<file path="config.mk">
export PLATFORM = sky130hd
export DESIGN_NAME = seg_scan_driver
export DESIGN_NICKNAME = d
export VERILOG_FILES = /design/src/rtl/seg_pkg.sv /design/src/rtl/seg_scan_driver_hex7seg.sv /design/src/rtl/seg_scan_driver.sv
export SDC_FILE = /design/constraint.sdc
export NUM_CORES = 1
export LEC_CHECK = 0
export BUFFER_PORTS_ARGS = -buffer_cell sky130_fd_sc_hd__buf_4
export CAP_MARGIN = 25
export CORE_MARGIN = 5
export CORE_UTILIZATION = 63
export CTS_BUF_LIST = sky130_fd_sc_hd__clkbuf_16
export CTS_CLUSTER_SIZE = 28
export DETAILED_ROUTE_END_ITERATION = 10
export GPL_TIMING_DRIVEN = 0
export PLACE_DENSITY = 0.84
export SLEW_MARGIN = 20
export SYNTH_ARGS = -nofsm -noshare
export SYNTH_HDL_FRONTEND = slang
export SYNTH_SLANG_ARGS = --single-unit
</file>
<file path="constraint.sdc">
create_clock -name clk -period 3.15 [get_ports clk]
set_input_delay 0.4725 -clock clk [delete_from_list [all_inputs] [get_ports clk]]
set_output_delay 0.4725 -clock clk [all_outputs]
set_load 0.02 [all_outputs]
</file>
<file path="src/rtl/seg_pkg.sv">
// -----------------------------------------------------------------------------
// seg_pkg
//   Shared constants for the seven-segment display path.
//   - Bit positions of each segment inside the 8-bit segment bus
//     (bit7..bit1 = a..g, bit0 = decimal point).
//   - 16-entry hex-to-segment code table, active-high (1 = segment lit).
//   - All-off pattern for the active-low pins.
// -----------------------------------------------------------------------------
package seg_pkg;

    // Segment bit order on the 8-bit bus.
    localparam int SEG_A_BIT  = 7;
    localparam int SEG_B_BIT  = 6;
    localparam int SEG_C_BIT  = 5;
    localparam int SEG_D_BIT  = 4;
    localparam int SEG_E_BIT  = 3;
    localparam int SEG_F_BIT  = 2;
    localparam int SEG_G_BIT  = 1;
    localparam int SEG_DP_BIT = 0;

    // Active-low pins: every bit high means every segment dark.
    localparam logic [7:0] SEG_ALL_OFF = 8'hFF;

    // Active-high codes for hex digits 0..F. The dp bit is always 0 here.
    localparam logic [7:0] HEX7SEG_TABLE [16] = '{
        8'hFC, 8'h60, 8'hDA, 8'hF2,
        8'h66, 8'hB6, 8'hBE, 8'hE0,
        8'hFE, 8'hF6, 8'hEE, 8'h3E,
        8'h9C, 8'h7A, 8'h9E, 8'h8E
    };

endpackage : seg_pkg

</file>
<file path="src/rtl/seg_scan_driver_hex7seg.sv">
// -----------------------------------------------------------------------------
// hex7seg
//   Purely combinational hex nibble to seven-segment code converter.
//   Ports:
//     hex  in   4  hex digit value 0..F
//     code out  8  active-high segment code, bit7..bit1 = a..g, bit0 = dp
//   The decimal point is never lit by this converter.
// -----------------------------------------------------------------------------
module hex7seg
    import seg_pkg::*;
(
    input  logic [3:0] hex,
    output logic [7:0] code
);

    always_comb begin
        // NOTE: every output of an always_comb block gets a value on every
        // path (here by a default first), otherwise a latch is inferred.
        code             = HEX7SEG_TABLE[hex];
        code[SEG_DP_BIT] = 1'b0;
    end

endmodule : hex7seg

</file>
<file path="src/rtl/seg_scan_driver.sv">
// -----------------------------------------------------------------------------
// seg_scan_driver
//   Time-multiplexed hex display driver fed by a valid/ready byte stream.
//
//   Each accepted byte is parked in a one-deep pending register and is only
//   shifted into the display buffer at a frame boundary, so a frame is never
//   torn between two buffer contents. The scan itself is free-running: a
//   prescaler divides clk into digit slots, and each slot begins with GUARD
//   cycles of all anodes off to avoid ghosting between adjacent digits.
//
//   Parameters:
//     DIGITS  number of digits, even, 2..8
//     DIV     clk cycles per digit slot, at least GUARD+2
//     GUARD   anode-off cycles at the start of each slot
//
//   Ports:
//     clk       in   1        rising-edge clock
//     rst       in   1        synchronous, active-high reset
//     in_valid  in   1        upstream byte valid
//     in_data   in   8        byte to display (two hex digits)
//     in_ready  out  1        byte taken on an edge with in_valid && in_ready
//     blank     in   1        forces all digits off, scan keeps running
//     an        out  DIGITS   active-low digit enables, bit 0 = rightmost
//     seg       out  8        active-low segments, bit7..bit1 = a..g, bit0 = dp
// -----------------------------------------------------------------------------
module seg_scan_driver
    import seg_pkg::*;
#(
    parameter int DIGITS = 4,
    parameter int DIV    = 50000,
    parameter int GUARD  = 1
) (
    input  logic              clk,
    input  logic              rst,
    input  logic              in_valid,
    input  logic [7:0]        in_data,
    output logic              in_ready,
    input  logic              blank,
    output logic [DIGITS-1:0] an,
    output logic [7:0]        seg
);

    localparam int PW = (DIV > 1) ? $clog2(DIV) : 1;
    localparam int IW = $clog2(DIGITS);
    localparam int BW = DIGITS * 4;

    localparam logic [PW-1:0] PRESC_LAST = PW'(DIV - 1);
    localparam logic [PW-1:0] PRESC_GRD  = PW'(GUARD);
    localparam logic [IW-1:0] IDX_LAST   = IW'(DIGITS - 1);

    // -------------------------------------------------------------------------
    // State
    // -------------------------------------------------------------------------
    logic [PW-1:0]     presc_q,     presc_d;
    logic [IW-1:0]     idx_q,       idx_d;
    logic [BW-1:0]     disp_q,      disp_d;
    logic [7:0]        pend_q,      pend_d;
    logic              pend_full_q, pend_full_d;
    logic [DIGITS-1:0] an_q,        an_d;
    logic [7:0]        seg_q,       seg_d;

    // -------------------------------------------------------------------------
    // Derived controls
    // -------------------------------------------------------------------------
    logic       presc_tick;
    logic       frame_end;
    logic       accept;
    logic [3:0] cur_nibble;
    logic [7:0] cur_code;
    logic [BW-1:0] disp_shift;

    assign in_ready   = !pend_full_q && !rst;
    assign accept     = in_valid && in_ready;
    assign presc_tick = (presc_q == PRESC_LAST);
    // The tick that wraps the digit index back to 0 closes the frame.
    assign frame_end  = presc_tick && (idx_q == IDX_LAST);
    assign cur_nibble = disp_q[{idx_q, 2'b00} +: 4];

    // New byte enters at the right (digits 0/1); older bytes move left and the
    // oldest byte falls off. With only two digits the byte simply replaces
    // the buffer, and the slice below would be empty.
    if (BW > 8) begin : g_shift
        assign disp_shift = {disp_q[BW-9:0], pend_q};
    end else begin : g_load
        assign disp_shift = pend_q;
    end

    hex7seg u_hex7seg (
        .hex  (cur_nibble),
        .code (cur_code)
    );

    // -------------------------------------------------------------------------
    // Scan timing: prescaler and digit index
    // -------------------------------------------------------------------------
    always_comb begin
        presc_d = presc_q + 1'b1;
        idx_d   = idx_q;
        if (presc_tick) begin
            presc_d = '0;
            idx_d   = (idx_q == IDX_LAST) ? '0 : idx_q + 1'b1;
        end
    end

    // -------------------------------------------------------------------------
    // Pending byte and display buffer
    // -------------------------------------------------------------------------
    always_comb begin
        pend_d      = pend_q;
        pend_full_d = pend_full_q;
        disp_d      = disp_q;

        if (frame_end && pend_full_q) begin
            disp_d      = disp_shift;
            pend_full_d = 1'b0;
        end

        // accept needs pend_full_q == 0, so it never overlaps the commit
        // above. A byte accepted on a boundary edge therefore waits one
        // whole frame before it is shown.
        if (accept) begin
            pend_d      = in_data;
            pend_full_d = 1'b1;
        end
    end

    // -------------------------------------------------------------------------
    // Pin drive (registered below)
    // -------------------------------------------------------------------------
    always_comb begin
        an_d             = '1;
        seg_d            = ~cur_code;
        seg_d[SEG_DP_BIT] = 1'b1;

        if (blank) begin
            seg_d = SEG_ALL_OFF;
        end else if (presc_q >= PRESC_GRD) begin
            an_d[idx_q] = 1'b0;
        end
    end

    // -------------------------------------------------------------------------
    // Registers
    // -------------------------------------------------------------------------
    // NOTE: the display buffer is an ordinary register here, not a RAM, so it
    // is cleared by reset along with everything else; a frame after reset
    // must show zeros rather than stale digits.
    always_ff @(posedge clk) begin
        // NOTE: sequential state uses non-blocking assignments so every flop
        // samples pre-edge values regardless of statement order.
        if (rst) begin
            presc_q     <= '0;
            idx_q       <= '0;
            disp_q      <= '0;
            pend_q      <= '0;
            pend_full_q <= 1'b0;
            an_q        <= '1;
            seg_q       <= SEG_ALL_OFF;
        end else begin
            presc_q     <= presc_d;
            idx_q       <= idx_d;
            disp_q      <= disp_d;
            pend_q      <= pend_d;
            pend_full_q <= pend_full_d;
            an_q        <= an_d;
            seg_q       <= seg_d;
        end
    end

    assign an  = an_q;
    assign seg = seg_q;

endmodule : seg_scan_driver

</file>
Yosys cells after proc, flatten, opt, wreduce, memory -nomap -nowiden
Memories as Yosys holds them, arrays and structs flattened.
Cells that the tools add are included.
Widths: inputs -> output; s select.
{"block": "totals", "elab_cells": 40, "ff_bits": 55, "out_inout_bits": 13, "rom_bits": 128, "n_memories": 1}
{"block": "op_classes", "n_reduce_logical": 11, "n_mux": 7, "order_cmp": 4, "addsub": 2, "shift": 1, "n_bitwise": 4, "n_eq_ne": 2}
{"memory": "(name not given)", "words": 16, "word_bits": 8, "rd": 1, "rd_clocked_by_memory_dff": 0, "write_ports": 0, "line_no": "seg_scan_driver_hex7seg.sv:19", "text": "code = HEX7SEG_TABLE[hex];"}
{"operator": "$add 16x1->16 const B", "n": 1}
{"operator": "$eq 16x16->1 const B", "n": 1}
{"operator": "$ge 16x1->1 const B", "n": 1}
{"operator": "$mux 8", "n": 2}
{"operator": "$shiftx 16x5->4", "n": 1}
{"operator": "$not 8->8", "n": 1}
{"operator": "$ge 5x5->1 const B", "n": 1}
{"operator": "$logic_and 1x1->1", "n": 5}
{"operator": "$not 4->5", "n": 1}
{"operator": "$not 4->4", "n": 1}
{"operator": "$reduce_or 2->1", "n": 2}
{"operator": "$lt 2x3->1 const B", "n": 1}
{"operator": "$mux 1", "n": 3}
{"operator": "$reduce_or 3->1", "n": 1}
{"operator": "$add 2x1->2 const B", "n": 1}
{"operator": "$demux 1 s2", "n": 1}
{"operator": "$eq 2x2->1 const B", "n": 1}
{"operator": "$ge 2x1->1 const B", "n": 1}
{"operator": "$logic_not 1->1", "n": 2}
{"operator": "$mux 2", "n": 1}
{"operator": "$reduce_bool 2->1", "n": 1}
{"operator": "$not 1->1", "n": 1}

Longest topological paths before layout
{"block": "depth", "word_depth": 6, "ltp_mapped": 7}

Modules after synthesis
Synthesis repeated with hierarchy kept, for this count alone.
{"block": "hier_totals", "cells_unflattened": 266, "area_unflattened_um2": 2582.5}
{"mod": "seg_scan_driver", "instances": 1, "cells_per_inst": 231, "seq_area_each_um2": 1081.0, "area_each_um2": 2283.4}
{"mod": "hex7seg", "instances": 1, "cells_per_inst": 35, "seq_area_each_um2": 0.0, "area_each_um2": 299.0}

Least setup slack after synthesis
OpenSTA, ideal clock, no wires.
{"block": "synth_timing", "path_type": "flip-flop to flip-flop", "from": "reg idx_q[0]", "to": "reg seg_q[1] (netlist: seg[1])", "arrival_time_ns": 1.757, "required_time_ns": 3.028, "path_stages_with_launch": 7, "setup_slack_ns": 1.272, "path_buffers": 1, "setup_time_ns": 0.122, "cell_sequence": "dfxtp_1 buf_6 mux4_1 ha_1 nand2_4 o21ai_1 a221o_1"}
{"block": "synth_via", "elab_chain_len": 6}
{"element": "start: declaration", "line_no": "seg_scan_driver.sv:55", "text": "logic [IW-1:0] idx_q, idx_d;"}
{"element": "start signal: assignment", "line_no": "seg_scan_driver.sv:161", "text": "idx_q <= idx_d;"}
{"element": "$shiftx 16x5->4", "line_no": "seg_scan_driver.sv:77", "text": "assign cur_nibble = disp_q[{idx_q, 2'b00} +: 4];"}
{"element": "$not 4->5 (not written as such)", "line_no": "seg_scan_driver_hex7seg.sv:19"}
{"element": "$mem_v2 16x8"}
{"element": "$mux 8 (not written as such) (2 in a row)", "line_no": "seg_scan_driver_hex7seg.sv:19"}
{"element": "$not 8->8", "line_no": "seg_scan_driver.sv:132", "text": "seg_d = ~cur_code;"}
{"element": "end signal: assignment", "line_no": "seg_scan_driver.sv:166", "text": "seg_q <= seg_d;"}
{"element": "end: declaration", "line_no": "seg_scan_driver.sv:60", "text": "logic [7:0] seg_q, seg_d;"}
Every way passes these cells. The select of a mux whose other input is x is not followed.
A chain may end at the register's enable or synchronous reset.

Final worst setup path
{"block": "layout_timing", "from": "in rst", "to": "out in_ready"}
{"block": "layout_via", "elab_chain_len": 2}
{"element": "start: declaration", "line_no": "seg_scan_driver.sv:34", "text": "input logic rst,"}
{"element": "$logic_not 1->1", "line_no": "seg_scan_driver.sv:72", "text": "assign in_ready = !pend_full_q && !rst;"}
{"element": "$logic_and 1x1->1", "line_no": "seg_scan_driver.sv:72"}
{"element": "end: declaration", "line_no": "seg_scan_driver.sv:37", "text": "output logic in_ready,"}
Every way passes these cells.

==> results.tsv <==
stage	metric	value	unit
global_route	Total GRT Usage	21.32	%
synthesis	largest cells by area after synthesis	dfxtp_1 42%, ha_1 5.9%, nand4_1 5.4%	
critical_path	CP Cell Sequence	buf_4, clkbuf_1, clkbuf_1, nor2_1, buf_4	
synthesis	Cell variety after synth	46	
clocking	clk buf depth	2	
clocking	post-cts sizing count	0	
final_layout	n_diodes	0	
synthesis	Synth Cell Area	2557	sq um
critical_path	critical setup path kind	primary input to output pin	
synthesis	mean area per synthesized cell	9.300	sq um
power_and_ir_drop	Pwr Density	471.0	nW/um^2
critical_path	Setup crit end kind	output pin	
sta	setup_tns	0	ns
sta	unrepaired setup endpoints after global routing	false	
flow_run	max-cap violations	0	
sta	Slew headroom	62.56	%
clocking	CTS root buf	clkbuf_16	
critical_path	R2R depth	6	
die	num rows	23	
synthesis	ys async rst share	0	%
die	Starting Density	64.40	%
sta	final hold vios	0	
final_layout	layout cells sized above 1	16.01	%
placed_design	Final GP Congestion	0.8200	
routing	drc violations	0	
critical_path	CP required	2.68	ns
clocking	Post-CTS Setup Bufs	0	
synthesis	Post-Syn Instances	275	
clocking	CTS H-Tree Depth	2	
die	die area	5434	sq um
clocking	Sink Count	54	
clocking	cts hold-fix bufs	0	
routing	Vias/cell	6.006	
global_route	vias in the first global route	1914	
clocking	worst-skew pair later-pin latency	0.29	ns
routing	Iter 0 DRT Violations	185	
outcome	status	completed	
critical_path	Worst Path Buf+Inv	4	
critical_path	CP peak stage delay	0.41	ns
sta	achievable clock frequency	0.4781	GHz
die	Top Ports	25	
routing	WL final	5408	microns
routing	DR WL/cell	15.19	microns
global_route	maximum number of pins on one net before global-route repair	16	
synthesis	FF+latch count, synth	54	
sta	endpoints failing setup	0	
sta	clock skew	0.005622	ns
final_layout	Final nets	329	
final_layout	fillers	290	
critical_path	CP Data Arrival Time	1.62	ns
clocking	clock slew at reported path FFs	0.06	ns
synthesis	biggest area consumer among synthesized cells	dfxtp_1	
critical_path	family with the most delay on the worst path	buffers and inverters	
sta	fin crit period	2.092	ns
global_route	initial antenna violation count	0	
power_and_ir_drop	P_leak	1.095	nW
final_layout	area grow syn2layout	15.56	%
critical_path	highest-delay cell along the critical path	clkbuf_1	
synthesis	Mapped Nets	299	
global_route	GRT overflow	0	
routing	total number of vias	2138	
die	Vert. Die Dim	73.72	microns
critical_path	critical path depth in cells	5	
placed_design	DP HPWL	3872	microns
synthesis	Synth top area share	42.27	%
clocking	CTS tree	yes	
power_and_ir_drop	VDD IR max	0.0002963	V
sta	Final Max Slew Viols	0	
placed_design	Port Buffers	23	
min_path	min-delay worst type	primary input to flip-flop	
synthesis	number of flops mapped to enable cells by yosys	0	
routing	Pre-antenna DRT Iters	4	
routing	Final ANT Viol Nets	0	
critical_path	CP startpoint kind	primary input	
synthesis	top_reg_cell synth	dfxtp_1	
sta	Slew @ Worst Pin	0.5617	ns
die	Core Footprint	3971	sq um
sta	Final period util	66.40	%
min_path	cell depth of the worst hold path	3	
synthesis	yosys warns	0	
die	Die Wd	73.72	microns
synthesis	sequential area share after synthesis	42.27	%
sta	hold_ws	0.4186	ns
critical_path	Worst Path Max Fanout	10	
clocking	CTS Buf Count	5	
global_route	first-pass GRT wire length	9080	microns
[tightest hold or removal path, cell delays in order]
cell and delay, ns:
buf_4 0.07, mux2i_1 0.05, nor2_1 0.07
[power breakdown]
part | switching (mW) | internal [mW] | total (mW)
registers | 0.0101 | 0.698 | 0.708
clock network | 0.238 | 0.370 | 0.608
logic | 0.0407 | 0.0354 | 0.0761
total | 0.289 | 1.10 | 1.39
[final cells by class]
class	count	area [sq um]	area share, %
clock inverter	3	37.54	1.270
clock buffer	5	125.1	4.234
multi-input combinational	189	1320	44.67
buffer	21	115.1	3.895
inverter	11	41.29	1.397
sequential	54	1081	36.58
tap	50	62.56	2.117
timing repair buffer	23	172.7	5.843
[state kept, by name, indices dropped and copies added (netlist names)]
register	count
an	4
pend_full_q	1
pend_q	8
idx_q	2
seg	7
disp_q	16
presc_q	16
[cells in the mapped netlist, types with 2 or more instances]
cell	instances
or3_1	2
nor2_1	25
a221o_1	2
mux4_1	2
mux4_2	2
nand3_1	8
nand4_1	22
xor2_1	6
inv_1	11
nor2b_1	2
o211ai_1	2
or4_1	2
mux2i_1	9
nor4_1	2
and4_1	2
o21ai_1	3
a21oi_1	23
o31ai_1	17
xnor2_1	5
and3_1	4
buf_6	3
nor3_1	6
or2_2	2
ha_1	12
and2_1	2
o21ai_0	4
nand2_1	8
buf_2	8
clkbuf_1	9
dfxtp_1	54
[worst paths after layout]
kind,from,end,slack [ns]
setup / recovery,rst,in_ready,1.06
hold / removal,in_data[4],pend_q[4],0.42
setup reg to reg,idx_q[0],seg[2],1.07
hold reg to reg,disp_q[12],disp_q[12],0.47
[layer usage]
layer	wire length, microns	GRT usage, %	up-vias	share of wire, %
met5	0	0	-	0
met2	2611	35.63	56	48
li1	-	-	1057	-
met3	241	4.514	14	4.5
met1	2456	27.29	1011	45
met4	98	6.841	0	1.8
[placed cells by master, fill, tap and decap left out, types with 2 or more instances in the layout]
master	Yosys	final
or3_1	2	2
a21oi_1	23	23
dfxtp_1	54	54
nand2_1	8	8
xor2_1	6	6
o31ai_1	17	17
a221o_1	2	2
clkbuf_16	0	5
nand4_1	22	22
buf_4	1	24
mux2i_1	9	9
buf_2	8	8
o211ai_1	2	2
mux4_1	2	2
or2_2	2	2
nand3_1	8	8
o21ai_0	4	4
nor2b_1	2	2
mux4_2	2	2
o21ai_1	3	3
inv_1	11	13
nor3_1	6	6
and4_1	2	2
xnor2_1	5	5
or4_1	2	2
ha_1	12	12
nor4_1	2	2
and3_1	4	4
and2_1	2	2
clkbuf_1	9	9
buf_6	3	3
nor2_1	25	25
[stage by stage]
| stage | utilization, % | power, mW | instance area [sq um] | cells | setup WS [ns] |
|---|---|---|---|---|---|
| after global routing | 74.42 | 1.433 | 2955 | 356 | 0.9425 |
| after global placement | 70.32 | 0.7972 | 2793 | 348 | 1.031 |
| final | 74.42 | 1.392 | 2955 | 356 | 1.058 |
| after floorplan | - | 0.7670 | 2557 | 275 | 1.272 |
| after detailed placement | 70.32 | 0.7998 | 2793 | 348 | 1.080 |
| after CTS | 74.42 | 1.401 | 2955 | 356 | 1.069 |
[kinds of logic after synthesis]
family | after synthesis | synth area share [%]
AOI/OAI and AO/OA | 57 | 14.14
and+or+nand+nor | 95 | 20.35
DFF | 54 | 42.27
muxes | 13 | 7.339
adders and majority gates | 12 | 5.871
other | 1 | 0.1466
xor gates and xnor gates | 11 | 3.767
buffers and inverters | 32 | 6.115
Power figures use the tool's default switching activity.
